===== src/rtl/demux1ton_stream.sv =====
// 1-to-N streaming demultiplexer: one holding register plus valid flag per channel.
// Optional saturating drop counter for out-of-range selects, enabled by DEMUX_DROPCNT_EN.
module demux1ton_stream #(
  parameter int WIDTH = 4,
  parameter int N     = 2,
  parameter int SELW  = $clog2(N)
) (
  input  logic                 clk,
  input  logic                 rst,
  input  logic [WIDTH-1:0]     X,
  input  logic [SELW-1:0]      C,
  input  logic                 in_valid,
  output logic                 in_ready,
  output logic [N*WIDTH-1:0]   Y,
  output logic [N-1:0]         out_valid,
  input  logic [N-1:0]         out_ready
`ifdef DEMUX_DROPCNT_EN
  ,
  output logic [7:0]           DROP_CNT
`endif
);

  // Handshake: a word moves when valid && ready at a rising edge. in_ready never
  // looks at in_valid; once out_valid[k] rises it stays up until out_ready[k] takes it.
  logic [N*WIDTH-1:0] r_y;
  logic [N-1:0]       r_valid;
  logic [N-1:0]       w_sel;
  logic [N-1:0]       w_ch_ready;
  logic [N-1:0]       w_load;
  logic [N-1:0]       w_consume;
  logic               w_in_range;
  logic               w_xfer;

  always_comb begin
    w_sel      = '0;
    w_ch_ready = '0;
    for (int k = 0; k < N; k++) begin
      w_sel[k]      = (32'(C) == 32'(k));
      w_ch_ready[k] = !r_valid[k] || out_ready[k];
    end
  end

  // Out-of-range selects are always accepted so they can be discarded.
  assign w_in_range = (32'(C) < 32'(N));
  assign in_ready   = w_in_range ? |(w_sel & w_ch_ready) : 1'b1;
  assign w_xfer     = in_valid && in_ready;
  assign w_load     = (w_xfer && w_in_range) ? w_sel : '0;
  assign w_consume  = r_valid & out_ready;

  always_ff @(posedge clk) begin
    if (rst) begin
      r_y     <= '0;
      r_valid <= '0;
    end else begin
      for (int k = 0; k < N; k++) begin
        if (w_load[k]) begin
          r_y[k*WIDTH +: WIDTH] <= X;
          r_valid[k]            <= 1'b1;
        end else if (w_consume[k]) begin
          r_valid[k] <= 1'b0;
        end
      end
    end
  end

  assign Y         = r_y;
  assign out_valid = r_valid;

`ifdef DEMUX_DROPCNT_EN
  logic [7:0] r_drop;

  always_ff @(posedge clk) begin
    if (rst) begin
      r_drop <= '0;
    end else if (w_xfer && !w_in_range && (r_drop != 8'hFF)) begin
      r_drop <= r_drop + 8'd1;
    end
  end

  assign DROP_CNT = r_drop;
`endif

endmodule


===== config.mk =====
export PLATFORM = sky130hd
export DESIGN_NAME = demux1ton_stream
export DESIGN_NICKNAME = d
export VERILOG_FILES = /design/src/rtl/demux1ton_stream.sv
export SDC_FILE = /design/constraint.sdc
export NUM_CORES = 1
export LEC_CHECK = 0
export BUFFER_PORTS_ARGS = -buffer_cell sky130_fd_sc_hd__buf_2
export CAP_MARGIN = 25
export CORE_AREA = 5 5 42 44
export CTS_CLUSTER_SIZE = 40
export DETAILED_ROUTE_END_ITERATION = 8
export DIE_AREA = 0 0 47 49
export PLACE_DENSITY = 0.68
export SLEW_MARGIN = 15
export SYNTH_ARGS = -nofsm -noshare
export SYNTH_HDL_FRONTEND = slang
export SYNTH_SLANG_ARGS = --single-unit

===== constraint.sdc =====
create_clock -name clk -period 1 [get_ports clk]
set_input_delay 0.2 -clock clk [delete_from_list [all_inputs] [get_ports clk]]
set_output_delay 0.2 -clock clk [all_outputs]
set_load 0.1 [all_outputs]

# Word level (Yosys, flattened, before mapping)
# Index checks and enable logic that the tools add are counted.
[word_totals]
register_bits = 10
inputBits = 10
word_cells = 20
[op_classes]
n_mux = 5
bitwise_logic = 3
reduce_logical = 8
[ops]
columns = ["cell", "count"]
rows = [
  ["$and A2 B2 Y2", 2],
  ["$mux W1", 4],
  ["$reduce_bool A2 Y1", 2],
  ["$logic_not A1 Y1", 2],
  ["$logic_or A1 B1 Y1", 2],
  ["$mux W2", 1],
  ["$reduce_or A2 Y1", 1],
  ["$logic_and A1 B1 Y1", 1],
  ["$not A1 Y1", 1],
]

# Longest topological paths before layout
# Gate-level depths: netlist of run 1.
[depth]
word_depth = 7
mapped_depth = 4
mapped_depth_nobuf = 3

# Least setup slack after synthesis of run 1
# No wires, ideal clock.
[synth_timing]
kind = "flip-flop to output port"
startpoint = "register r_valid[1] (netlist: out_valid[1])"
endpoint = "output in_ready"
t_arrival_ps = 1663
t_required_ps = 800
setup_slack_ps = -863
stages_incl_launch_ff = 3
n_path_buf = 0
path_cell_list = "dfxtp_1 nand2b_1 mux2_2"
[synth_between]
elab_chain_len = 4
[synth_rtl]
columns = ["element", "line_no", "text"]
rows = [
  ["start, declared", "26", "logic [N-1:0] r_valid;"],
  ["start signal, assigned", "53", "r_valid <= '0;"],
  ["start signal, assigned by index", "58", "r_valid[k] <= 1'b1;"],
  ["start signal, assigned by index", "60", "r_valid[k] <= 1'b0;"],
  ["$logic_not A1 Y1", "39", "w_ch_ready[k] = !r_valid[k] || out_ready[k];"],
  ["$logic_or A1 B1 Y1", "39", ""],
  ["$and A2 B2 Y2", "45", "assign in_ready = w_in_range ? |(w_sel & w_ch_ready) : 1'b1;"],
  ["$reduce_or A2 Y1", "45", ""],
  ["end, declared", "13", "output logic in_ready,"],
]
# No other way between the ends.

# Worst setup path after layout of run 1
# Ends and elaborated chain as after synthesis.

==> results of run 1 <==
-- worst reg2reg max path, delay by kind of cell (launching register included) --
kind / cells / cell delay, ps
flip-flops: 1 / 350
AND/OR/NAND/NOR: 2 / 280
multiplexers: 1 / 210
buffers and inverters: 1 / 100
-- stage by stage --
stage / area (um2) / TNS [ps]
6_report: 857.1 / -837.2
5_1_grt: 857.1 / -1200
4_1_cts: 819.5 / -651.9
3_5_place_dp: 770.7 / -428.5
3_3_place_gp: 770.7 / -390.5
2_1_floorplan: 478.0 / -467.4
-- flip-flops by register name, indices dropped and copies added (netlist names) --
register	cells
Y	8
out_valid	2
-- logic make-up after synthesis --
group	Yosys count	synth area share, %
multiplexers	9	20.33
AO/OA/AOI/OAI	2	2.229
buffers and inverters	2	3.342
AND/OR/NAND/NOR	17	29.53
flip-flops	10	44.57
-- synth_stat cells (all sizes together) --
cell type  number
a21oi           2
buf             1
clkbuf          1
dfxtp          10
mux2            1
mux2i           8
nand2b         15
nand3           1
nor2b           1
-- path summary, 6_finish.rpt --
kind,cells after the start,end,startpoint
max reg2reg,4,Y[2],out_valid[0]
max,3,in_ready,out_valid[1]
min reg2reg,2,Y[0],Y[0]
min,3,Y[7],X[3]
-- per-layer routing --
metal | up-vias | share of wire, %
met5 | - | 0
met4 | 0 | 0.96
met3 | 2 | 12
met2 | 18 | 53
met1 | 185 | 34
li1 | 191 | -
-- power breakdown --
| part | switching [mW] | internal [mW] |
|---|---|---|
| combinational | 0.225 | 0.163 |
| clock | 0.133 | 0.139 |
| sequential | 0.0224 | 0.421 |
| total | 0.381 | 0.723 |
-- layout make-up --
| cell class | count | area (um2) |
|---|---|---|
| tap | 16 | 20.02 |
| timing repair buffer | 29 | 344.1 |
| clock buffer | 3 | 22.52 |
| sequential | 10 | 217.7 |
| multi-input combinational | 28 | 252.7 |
| fill | 114 | 544.3 |
-- what timing repair did --
item / 4_1_cts / 5_1_grt
pin swaps: 0 / 1
setup endpoints to repair: 6 / 18
buffers inserted: 1 / 3
resized for setup: 5 / 3
==> results.txt, run 1 <==
The run finished, with violations left. The final reports fail on negative setup slack. The global routing stage identified its most utilized layer as met2.

The number of antenna diodes in the final layout is 0. Between clock sinks in the finished design, the worst skew comes to 9.039 ps. STA puts the critical path data arrival time at 1120 ps.

The number of buffer and inverter instances along the worst setup path was 1. The count of unresolved DRC violations after routing is 0, and the clock-pin transition on the worst setup and hold timing paths is 70 ps. After synthesis the cells add up to 449.2 um2.

In the global route stage, met3 resource usage came out at 4.797%. Power spread over the standard cell area amounts to 1288 mW/mm2. The library cell used as clock root buffer was sky130_fd_sc_hd__clkbuf_4. Static leakage: 0.3938 nW. The most common cell after layout, fill and taps aside was sky130_fd_sc_hd__nand2b_1.

After technology mapping, the gate count stands at 40. In the layout the commonest cells are 12 x sky130_fd_sc_hd__nand2b_1, 11 x sky130_fd_sc_hd__buf_12, 9 x sky130_fd_sc_hd__buf_2. The run gives 0 as the remaining antenna violation count after routing. The run gives 0 as the number of slew-limit violations in the final report. In the final routed layout, each cell accounts on average for 12.07 um. In this run the count of I/O pins placed on the die edge is 21.

Final wirelength: 1.038 mm. The type of element capturing the critical path is an output port. The tools report the largest voltage drop on the vdd net as 768.0 uV. The share of synthesized area in the top cell type comes to 44.57%.

For the number of levels the H-tree was split into, the log shows 1. In this run the worst path has a maximum fanout of 2. In this run the worst hold path is classified as in2reg. The maximum cell stage delay along the critical path is 360 ps, and the final hold violation count is 0.

The run gives 86 as the final instance count without filler cells. The tools report the placer's final routability congestion estimate as 0.6690. In this run, distinct cell masters in the synthesized netlist total 10. The tools report the insertion delay to the later sink of the worst-skew pair as 260 ps. Die footprint: 0.002303 mm2. The tools report the count of final setup violators as 5. Instance count after placement with tap cells included: 79.

The tools report the worst path setup slack after routing as -320.2 ps. The critical path required time is 800 ps, and the share of final-layout standard cells stronger than drive strength 1 is 68.57%. The tools report the via total after detailed routing as 396. The tool flagged a number of max-cap violations equal to 0. Final core area utilization: 61.16%. After synthesis, the cell types taking the most area are sky130_fd_sc_hd__dfxtp_1 45%, sky130_fd_sc_hd__nand2b_1 18%, sky130_fd_sc_hd__mux2i_1 18%. On the critical path, the stage with the largest delay is an instance of sky130_fd_sc_hd__dfxtp_4. For this configuration, the core starts out at a cell density of 32.05%. The tools report the clock buffer count from CTS as 3. Summing the sequential cell areas from Yosys gives 44.57% of the chip area. In the global route stage, met1 resource usage came out at 10.20%. The tools report the number of global-route vias before repair as 400. The via density per instance is 4.605. Counting I/O delays and the setup requirement, the final critical path takes 1320 ps. The number of nets handed over by synthesis was 50. The average size of a mapped cell is 11.23 um2, and the count of input and output buffers is 20. The core outline area came out at 0.001401 mm2. CTS saw 10 sinks. In the global route stage, met2 resource usage came out at 16.06%. Yosys printed 0 warnings. For the initial antenna violation count, the log shows 0.

On the critical path the largest part of the delay comes from flip-flops. Global routing used 9.816% of the available tracks across all layers. Count of standard-cell rows: 14. The die is 47 um wide.

The buffer levels on the longest clock path came out at 2. Cell type contributing the most total cell area after synthesis: sky130_fd_sc_hd__dfxtp_1. The net count of the finished layout is 82. The run gives 87.75% as the max-slew headroom at the worst pin. Compared with the post-synthesis result, the final layout area differs by 90.81%. After the first detailed-routing iteration, the DRC count stood at 0. TritonCTS built the clock tree.

STA classifies the critical path startpoint as a flop. The worst register-to-register path has a setup slack of -10 ps. The design draws 1.104 mW. Setup repair after global routing could not meet its margin everywhere. After layout, the worst path uses 132.0% of the clock period.

Hold is met by 214.7 ps. The actual transition at the worst max-transition pin was 183.4 ps. The run gives 0 as the number of hold buffers added after cts. The total congestion overflow is 0.

Entering global routing, the biggest net connects 15 pins. The first global-routing pass estimated 1.642 mm of wire. Synthesis inferred 10 register bits. The worst setup path category was reg2out. The timing-limited maximum frequency is 757.5 MHz, and the detailed-router iteration count before antenna repair is 1. The vertical extent of the die was 49 um. Walking the worst path, the cells encountered are nand2b_4 > mux2_4 > buf_12. Before CTS, the worst setup slack after placement is -171.2 ps.
Power figures use the tool's default switching activity.
==> inputs of run 2 (changes only) <==
clock period = 1.6 ns   (was 1 ns; I/O delays follow)
==> results.txt, run 2 (synthesized netlist as in run 1, its figures left out) <==
The met2 global-route usage was 11.99% (was 16.06%); the count of input and output buffers was 20 (unchanged). The run gives 2 (was 1) as the detailed-router iteration count before antenna repair. For the overall power after layout, the log shows 626.7 uW (was 1.104 mW). The final worst clock skew is 2.785 ps (was 9.039 ps), and the timing-limited maximum frequency is 656.5 MHz.

The tools report the switching power of the nets as 227.7 uW (was 380.9 uW). Wire length per cell after detailed routing: 11.13 um (was 12.07 um). DRC violation total after the first TritonRoute iteration: 3 (was 0). The combinational fraction of design power is 27.5% (was 35.2%). The wire length of the first global-routing pass came out at 1.407 mm (was 1.642 mm). The tools report the buffer levels on the longest clock path as 2 (unchanged). The tools report the total half-perimeter wirelength after legalization and detailed placement as 661.9 um.

The tools report the post-cts repair resize count as 1 (was 5). The critical path depth is 3 (unchanged). The count of cells along the worst register-to-register path is 3 (was 4), and the clock buffer count from CTS is 3 (unchanged). The maximum cell stage delay along the critical path came out at 340 ps (was 360 ps). The via total after detailed routing is 349 (was 396), and the layout-stage area growth over the synthesis result is 30.92% (was 90.81%). The slowest cell on the critical path was sky130_fd_sc_hd__dfxtp_4 (unchanged). For the final hold violation count, the log shows 0 (unchanged). The instance count after placement with tap cells included was 74 (was 79).

Global-route track usage on met3: 4.797% (unchanged). Beginning of the worst register-to-register path: out_valid[0] (unchanged). Fraction of power spent switching nets: 36.34% (was 34.50%).

The routing usage on met1 was 9.956% (was 10.20%). The highest-utilization routing layer at the global route stage was met2 (unchanged). Die extent in x: 47 um (unchanged). The vertical extent of the die is 49 um (unchanged), and the max-slew headroom at the worst pin is 67.69% (was 87.75%). TritonCTS built the clock tree. The type of element capturing the critical path was an output port (unchanged). The logs give 41.96% (was 61.16%) for the final core area utilization and 14 (unchanged) for the count of standard-cell rows. The kind of cell adding the most delay to the critical path was flip-flops (unchanged). For the count of max-cap constraint violations, the log shows 0 (unchanged).

The final non-filler cell area came out at 588.1 um2 (was 857.1 um2). The tools report the relative contribution of the clock network to total power as 29.6% (was 24.6%). The tools report the element type at the critical path start as a flop (unchanged). The die footprint was 0.002303 mm2 (unchanged); the setup TNS was 0 ps (was -837.2 ps).

The most common cell after layout, fill and taps aside was sky130_fd_sc_hd__buf_2 (was sky130_fd_sc_hd__nand2b_1). The critical path required time is 1280 ps (was 800 ps), and the areal power density over the cells is 1066 mW/mm2 (was 1288 mW/mm2). The tools report the core outline area as 0.001401 mm2 (unchanged). The flip-flop count of the largest register, all copies and words added was 8 (unchanged); the number of clock sinks was 10 (unchanged). The share of final-layout standard cells stronger than drive strength 1 was 48.39% (was 68.57%). Timing startpoint of the critical path: out_valid[1] (unchanged).

The number of global-route vias before repair is 361 (was 400), and the final instance count without filler cells is 78 (was 86). The number of antenna repair diodes is 0 (unchanged). The placer's final routability congestion estimate was 0.6232 (was 0.6690). The slack of the worst reg-to-reg path was 700 ps (was -10 ps); the number of hold buffers added after cts was 0 (unchanged). The tools report the number of slew-limit violations in the final report as 0 (unchanged). The post-route clock period utilization is 95.20%. The run finished with clean final reports. The largest voltage drop on the vdd net was 402.4 uV (was 768.0 uV). The library cell used as clock root buffer was sky130_fd_sc_hd__clkbuf_4 (unchanged).

The data arrival time of the critical path is 1200 ps (was 1120 ps), and the clock-pin transition on the worst setup and hold timing paths is 70 ps (about the same). The post-CTS repair timing setup buffer count came out at 0 (was 1). The number of filler instances in the final layout is 150 (was 114). The tools report the destination of the critical timing path as in_ready (unchanged). Setup repair after global routing left no endpoint under its margin. The number of levels the H-tree was split into is 1 (unchanged). Remaining antenna violation count after routing: 0 (unchanged). The number of nets at the end of the flow was 73 (was 82); the internal power consumption was 399.0 uW (was 723.1 uW).

Largest driver fanout on the critical path: 3 (was 2). The run gives 0 (unchanged) as the count of unresolved DRC violations after routing. The number of buffer and inverter instances along the worst setup path works out to 1 (unchanged). The worst setup path category was reg2out (unchanged). Most used cells in the layout excluding fill and tap cells: 19 x sky130_fd_sc_hd__buf_2, 13 x sky130_fd_sc_hd__nand2b_1, 8 x sky130_fd_sc_hd__dfxtp_1, 8 x sky130_fd_sc_hd__mux2i_1, 3 x sky130_fd_sc_hd__clkbuf_4 (was 12 x sky130_fd_sc_hd__nand2b_1, 11 x sky130_fd_sc_hd__buf_12, 9 x sky130_fd_sc_hd__buf_2). The tools report the initial cell density of the core as 32.05% (unchanged). The total congestion overflow is 0 (unchanged), and the time the final worst path needs with I/O delays and setup is 1523 ps. The logs give 234.0 um2 (was 252.7 um2) for the area occupied by multi-input gates and 15 (unchanged) for the largest net degree at the start of global routing. The placed instance area is 559.3 um2 (was 770.7 um2), and the boundary pin count is 21 (unchanged). The via density per instance came out at 4.474 (was 4.605). CP cell instances: nand2b_1 > mux2_2 > buf_4 (was nand2b_4 > mux2_4 > buf_12). The initial antenna violation count came out at 0 (unchanged).

The worst min-delay path category was in2reg (unchanged). The run gives 205.2 um2 (was 217.7 um2) as the area of all sequential standard cells. For the count of final setup violators, the log shows 0 (was 5).

The share of power burned in registers came out at 42.8% (was 40.2%). Actual transition at the worst max-transition pin: 488.1 ps (was 183.4 ps). For the static leakage, the log shows 0.2944 nW (was 0.3938 nW). The tools report the endpoint of the worst-slack reg-to-reg timing path as Y[2] (unchanged). For the final wirelength, the log shows 868 um (was 1.038 mm).

For the insertion delay to the later sink of the worst-skew pair, the log shows 270 ps (was 260 ps). For the overall routing resource usage, the log shows 9.104% (was 9.816%).
-- run 2: cell types whose count changed in the layout (fill, tap and decap cells not counted), moves of 3 or more --
cell and change:
sky130_fd_sc_hd__buf_12 -11, sky130_fd_sc_hd__buf_2 +10, sky130_fd_sc_hd__dfxtp_1 +8, sky130_fd_sc_hd__dfxtp_2 -7, sky130_fd_sc_hd__buf_4 -5, sky130_fd_sc_hd__buf_6 -3
-- run 2: power groups by stage --
stage                     Combinational, mW  Clock, mW  Sequential [mW]
after detailed placement              0.173          0            0.274
after floorplan                      0.0484          0            0.370
after CTS                             0.174      0.197            0.268
final                                 0.173      0.186            0.269
after global placement                0.173          0            0.274
after global routing                  0.180      0.211            0.269
-- run 2: layout make-up --
cell class / count / area share (%)
clock buffer: 4 / 4.468
multi-input combinational: 28 / 39.79
sequential: 10 / 34.89
tap: 16 / 3.404
timing repair buffer: 20 / 17.45
-- run 2: how the worst min path moves through the flow --
stage / start / endpoint / slack, ps / cells past startpoint
3_5_place_dp: Y[3] / Y[3] / 460 / 2
4_1_cts: rst / out_valid[1] / 330 / 2
6_report: X[1] / Y[5] / 330 / 3
3_3_place_gp: Y[2] / Y[2] / 460 / 2
5_1_grt: out_ready[0] / out_valid[0] / 340 / 3
2_1_floorplan: in_valid / out_valid[0] / 480 / 2
-- run 2: tightest hold or removal path, cell delays in order --
cell,delay [ps]
sky130_fd_sc_hd__buf_2,90
sky130_fd_sc_hd__nand2b_1,70
sky130_fd_sc_hd__mux2i_1,60
-- run 2: through the flow --
stage	hold slack, ps	setup slack, ps
2_1_floorplan	480.3	49.30
6_report	332.0	76.75
3_3_place_gp	458.5	148.8
3_5_place_dp	460.7	134.2
4_1_cts	326.3	57.32
5_1_grt	339.4	19.07
-- run 2: routing by layer --
layer,up-vias,share of wire [%]
met3,5,10
met2,16,44
li1,174,-
met4,0,3.8
met1,154,42
met5,-,0
